File: src/rtl/serial_paralelo_ctrl.sv
// serial_paralelo_ctrl
// Receive-side link controller for the clk_4f byte stream coming out of
// serial_paralelo1. It acquires lock on a run of comma characters, drops
// lock on a run of bad symbols or loss of converter alignment, strips
// commas, and forwards payload bytes one cycle after they are sampled.
// A saturating counter tracks bad symbols seen while locked.
//
// Ports:
//   clk_4f       byte clock, one byte per rising edge
//   reset        synchronous active-high reset
//   data_rx000   recovered byte from the converter
//   valid_rx000  converter marks the byte as valid payload
//   active       converter comma alignment achieved
//   clear_err    single-cycle strobe clearing err_count
//   data_out_p   forwarded payload byte (holds between payload bytes)
//   valid_out    data_out_p carries a new payload byte this cycle
//   link_up      controller is LOCKED
//   realign      one-cycle pulse asking the converter to re-hunt
//   state        FSM state: RESET=0, HUNT=1, LOCKED=2, LOST=3
//   err_count    saturating bad-symbol count
module serial_paralelo_ctrl #(
  parameter logic [7:0] COMMA      = 8'hBC,
  parameter int         SYNC_COUNT = 4,
  parameter int         LOSS_COUNT = 3
) (
  input  logic       clk_4f,
  input  logic       reset,
  input  logic [7:0] data_rx000,
  input  logic       valid_rx000,
  input  logic       active,
  input  logic       clear_err,
  output logic [7:0] data_out_p,
  output logic       valid_out,
  output logic       link_up,
  output logic       realign,
  output logic [1:0] state,
  output logic [7:0] err_count
);

  localparam int CW = $clog2(SYNC_COUNT + 1);
  localparam int LW = $clog2(LOSS_COUNT + 1);

  typedef enum logic [1:0] {
    S_RESET  = 2'd0,
    S_HUNT   = 2'd1,
    S_LOCKED = 2'd2,
    S_LOST   = 2'd3
  } state_e;

  state_e        state_q;
  logic [CW-1:0] comma_run_q;
  logic [LW-1:0] bad_run_q;
  logic [7:0]    data_q;
  logic          valid_q;
  logic          link_q;
  logic          realign_q;
  logic [7:0]    err_count_q;
  logic [7:0]    err_count_d;

  logic is_comma;
  logic is_good;
  logic is_bad;
  logic err_inc;

  function automatic logic [7:0] sat_inc8(input logic [7:0] v);
    return (v == 8'hFF) ? v : v + 8'd1;
  endfunction

  assign is_comma = (data_rx000 == COMMA);
  assign is_good  = !is_comma && valid_rx000;
  assign is_bad   = !is_comma && !valid_rx000;

  // Bad bytes only count while locked, including the cycle in which
  // alignment drops out.
  assign err_inc = (state_q == S_LOCKED) && is_bad;

  // Clear takes priority over a simultaneous increment.
  always_comb begin
    err_count_d = err_count_q;
    if (clear_err) begin
      err_count_d = 8'h00;
    end else if (err_inc) begin
      err_count_d = sat_inc8(err_count_q);
    end
  end

  always_ff @(posedge clk_4f) begin
    if (reset) begin
      state_q     <= S_RESET;
      comma_run_q <= '0;
      bad_run_q   <= '0;
      data_q      <= 8'h00;
      valid_q     <= 1'b0;
      link_q      <= 1'b0;
      realign_q   <= 1'b0;
      err_count_q <= 8'h00;
    end else begin
      err_count_q <= err_count_d;
      valid_q     <= 1'b0;
      realign_q   <= 1'b0;
      case (state_q)
        S_RESET: begin
          state_q <= S_HUNT;
          link_q  <= 1'b0;
        end
        S_HUNT: begin
          link_q <= 1'b0;
          if (active && is_comma) begin
            if (comma_run_q == CW'(SYNC_COUNT - 1)) begin
              state_q     <= S_LOCKED;
              link_q      <= 1'b1;
              comma_run_q <= '0;
              bad_run_q   <= '0;
            end else begin
              comma_run_q <= comma_run_q + 1'b1;
            end
          end else begin
            comma_run_q <= '0;
          end
        end
        S_LOCKED: begin
          if (!active) begin
            // Alignment gone: leave immediately, never forward this byte.
            state_q   <= S_LOST;
            link_q    <= 1'b0;
            realign_q <= 1'b1;
          end else if (is_good) begin
            data_q    <= data_rx000;
            valid_q   <= 1'b1;
            bad_run_q <= '0;
          end else if (is_comma) begin
            bad_run_q <= '0;
          end else if (bad_run_q == LW'(LOSS_COUNT - 1)) begin
            state_q   <= S_LOST;
            link_q    <= 1'b0;
            realign_q <= 1'b1;
          end else begin
            bad_run_q <= bad_run_q + 1'b1;
          end
        end
        S_LOST: begin
          state_q     <= S_HUNT;
          link_q      <= 1'b0;
          comma_run_q <= '0;
          bad_run_q   <= '0;
        end
        default: begin
          state_q <= S_RESET;
          link_q  <= 1'b0;
        end
      endcase
    end
  end

  assign data_out_p = data_q;
  assign valid_out  = valid_q;
  assign link_up    = link_q;
  assign realign    = realign_q;
  assign state      = state_q;
  assign err_count  = err_count_q;

endmodule

File: config.mk
export PLATFORM = sky130hd
export DESIGN_NAME = serial_paralelo_ctrl
export DESIGN_NICKNAME = d
export VERILOG_FILES = /design/src/rtl/serial_paralelo_ctrl.sv
export SDC_FILE = /design/constraint.sdc
export NUM_CORES = 1
export LEC_CHECK = 0
export CAP_MARGIN = 40
export CORE_MARGIN = 4
export CORE_UTILIZATION = 48
export CTS_CLUSTER_DIAMETER = 30
export DETAILED_ROUTE_END_ITERATION = 12
export PLACE_DENSITY = 0.79
export SETUP_SLACK_MARGIN = 0.1
export SLEW_MARGIN = 10
export SYNTH_ARGS = -nofsm -noshare
export SYNTH_HDL_FRONTEND = slang
export SYNTH_SLANG_ARGS = --single-unit
File: constraint.sdc
create_clock -name clk_4f -period 2.7 [get_ports clk_4f]
set_clock_uncertainty 0.15 [all_clocks]
set_input_delay 0.405 -clock clk_4f [delete_from_list [all_inputs] [get_ports clk_4f]]
set_output_delay 0.405 -clock clk_4f [all_outputs]
set_load 0.03 [all_outputs]
==> results.tsv <==
metric	value	unit
status	finished, final reports clean	
max_slew_margin	0.699	
cp_cell_sequence	clkdlybuf4s50_1	
core_area	2540	um^2
post_cts_resized	0	
synth_compound_area_frac	0.191	
ir_worst_vdd	469	uV
holdBufCountCts	0	
cts_root_buf	clkbuf_4	
slew_violations	0	
cts_buffers	3	
cts_buffer_depth	2	
crit_fanout	10	
vias_per_cell	5.85	
postRouteWirelength	3030	um
critPathTopFamily	buffers and inverters	
synth_top_family_by_area	simple AND/OR/NAND/NOR gates	
firstDrtPassIters	4	
dieWidth	60.5	um
post-cts-setup-buffers	0	
crit_buf_inv	1	
gp_congestion	0.921	
hpwlAfterDp	2330	um
grt_setup_unrepaired	no	
htree_levels	1	
rows	18	
finalSetupViolCount	0	
wl_per_cell	14.6	um
critPathKind	flop to output port	
numPlacedInstances	203	
setup_tns	0	ns
antenna_found_initial	0	
ys.flop_type	dfxtp_1	
critPathArrivalTime	1.59	ns
die_area	3660	um^2
grt_overflow	0	
p_leak	0.610	nW
holdWs	0.345	ns
max_cap_violations	0	
clk_latency	0.32	ns
die_h	60.5	um
ys_top_cells_by_count	dfxtp_1 (26), nor2_1 (12), mux2i_1 (9)	
nets	198	
hold_viol	0	
worst_setup_path_end_kind	output port	
min_path_type	flop to flop	
grt_pass1_wl	5110	um
p_per_area	468	nW/um^2
post-route-period-util	0.794	
drc_errors	0	
netlist-cell-type-count	45	
synth_most_common_cell	dfxtp_1	
critPathLaunchType	flop	
synth_area_leaders	dfxtp_1 (39%), mux2i_1 (6.8%), ha_1 (6.6%), nor2_1 (3.4%), a21oi_1 (3.0%)	
synthXorXnorAreaFrac	0	
grt_max_degree	16	
syn_to_final_growth	28.1	%
cts_tree	yes	
diodes	0	
path_clk_slew	0.14	ns
ios	34	
synth_edf_count	0	
antenna_left	0	
period_needed	2.14	ns
ys_warn_count	0	
portBuffers	33	
synth_seq_cells	26	
async_flop_share	0	
initial_utilization	0.520	
critPathRequiredTime	2.14	ns
synth_simple_gate_area_frac	0.229	
grt_usage	0.185	
cts.sinks	26	
synth_fp_nets	167	
synth_area	1320	um^2
cpMaxStageDelayCell	clkdlybuf4s50_1	
routed-via-count	1211	
first_global_vias	1111	
fmax	467	MHz
yosys.area_share.adder	0.0662	
drtIter0Drc	30	
synth_mux_area_frac	0.0681	
ys_seq_area_frac	0.393	
avgSynthCellArea	9.01	um^2
synth_top_area_frac	0.393	
synth_top_area_cell	dfxtp_1	
stdcell_count	207	
syn_inst	147	
drive_gt1_frac	0.0621	
tightestPinTransition	0.452	ns
cpPeakStageDelay	0.74	ns
-- power by group --
group	internal [W]	switching [W]
registers	0.000397	0.0000135
logic	0.0000822	0.000107
clock network	0.0000825	0.000111
-- layout make-up --
cell class | instances | area [um^2]
Clock buffer | 4 | 36.3
Fill cell | 222 | 850
Inverter | 6 | 22.5
Multi-Input combinational cell | 106 | 733
Sequential cell | 26 | 520
Tap cell | 30 | 37.5
Timing Repair Buffer | 35 | 345
-- registers in the layout (all words and copies together), names as in the netlist --
register	count
bad_run_q	2
comma_run_q	3
data_out_p	8
err_count	8
link_up	1
realign	1
state	2
valid_out	1
-- cell families after synthesis --
family                     after synthesis
DFF                                     26
buffers and inverters                   15
and+or+nand+nor                         54
AOI/OAI and AO/OA                       36
muxes                                    9
adders and majority gates                7
-- routing by layer --
| metal | vias up | share of wire | track usage |
|---|---|---|---|
| met2 | 30 | 0.48 | 0.298 |
| met5 | - | 0 | 0 |
| li1 | 608 | - | - |
| met1 | 571 | 0.46 | 0.242 |
| met4 | 0 | 0.0073 | 0.0433 |
| met3 | 2 | 0.056 | 0.0596 |
-- cell usage in the layout (no fill, tap or decap), drive strengths merged, types with 5 or more instances in the layout --
master / n
nand2: 7
dfxtp: 26
nor2b: 5
clkdlybuf4s50: 33
ha: 7
nor2: 12
inv: 6
a21oi: 9
nand3: 6
mux2i: 9
-- through the flow --
stage	util	power (W)	worst slack, ns	area (um^2)
finish	0.666	0.000794	0.557	1700
global route	0.666	0.000837	0.473	1700
CTS	0.666	0.000798	0.558	1700
detailed placement	0.652	0.000608	0.271	1660
global placement	0.652	0.000601	0.321	1660
floorplan	-	0.000538	0.647	1320
-- path summary, 6_finish.rpt --
| path | from | slack, ns | endpoint | cells past startpoint |
|---|---|---|---|---|
| worst max register to register | state[0]$_SDFFE_PP0P_ | 0.68 | err_count[3]$_SDFFE_PP0P_ | 6 |
| worst max-delay path | err_count[5]$_SDFFE_PP0P_ | 0.56 | err_count[5] | 1 |
| worst min-delay path | comma_run_q[2]$_SDFFE_PP0P_ | 0.34 | comma_run_q[2]$_SDFFE_PP0P_ | 1 |
| worst min register to register | comma_run_q[2]$_SDFFE_PP0P_ | 0.34 | comma_run_q[2]$_SDFFE_PP0P_ | 1 |
(Power assumes the default switching activity.)
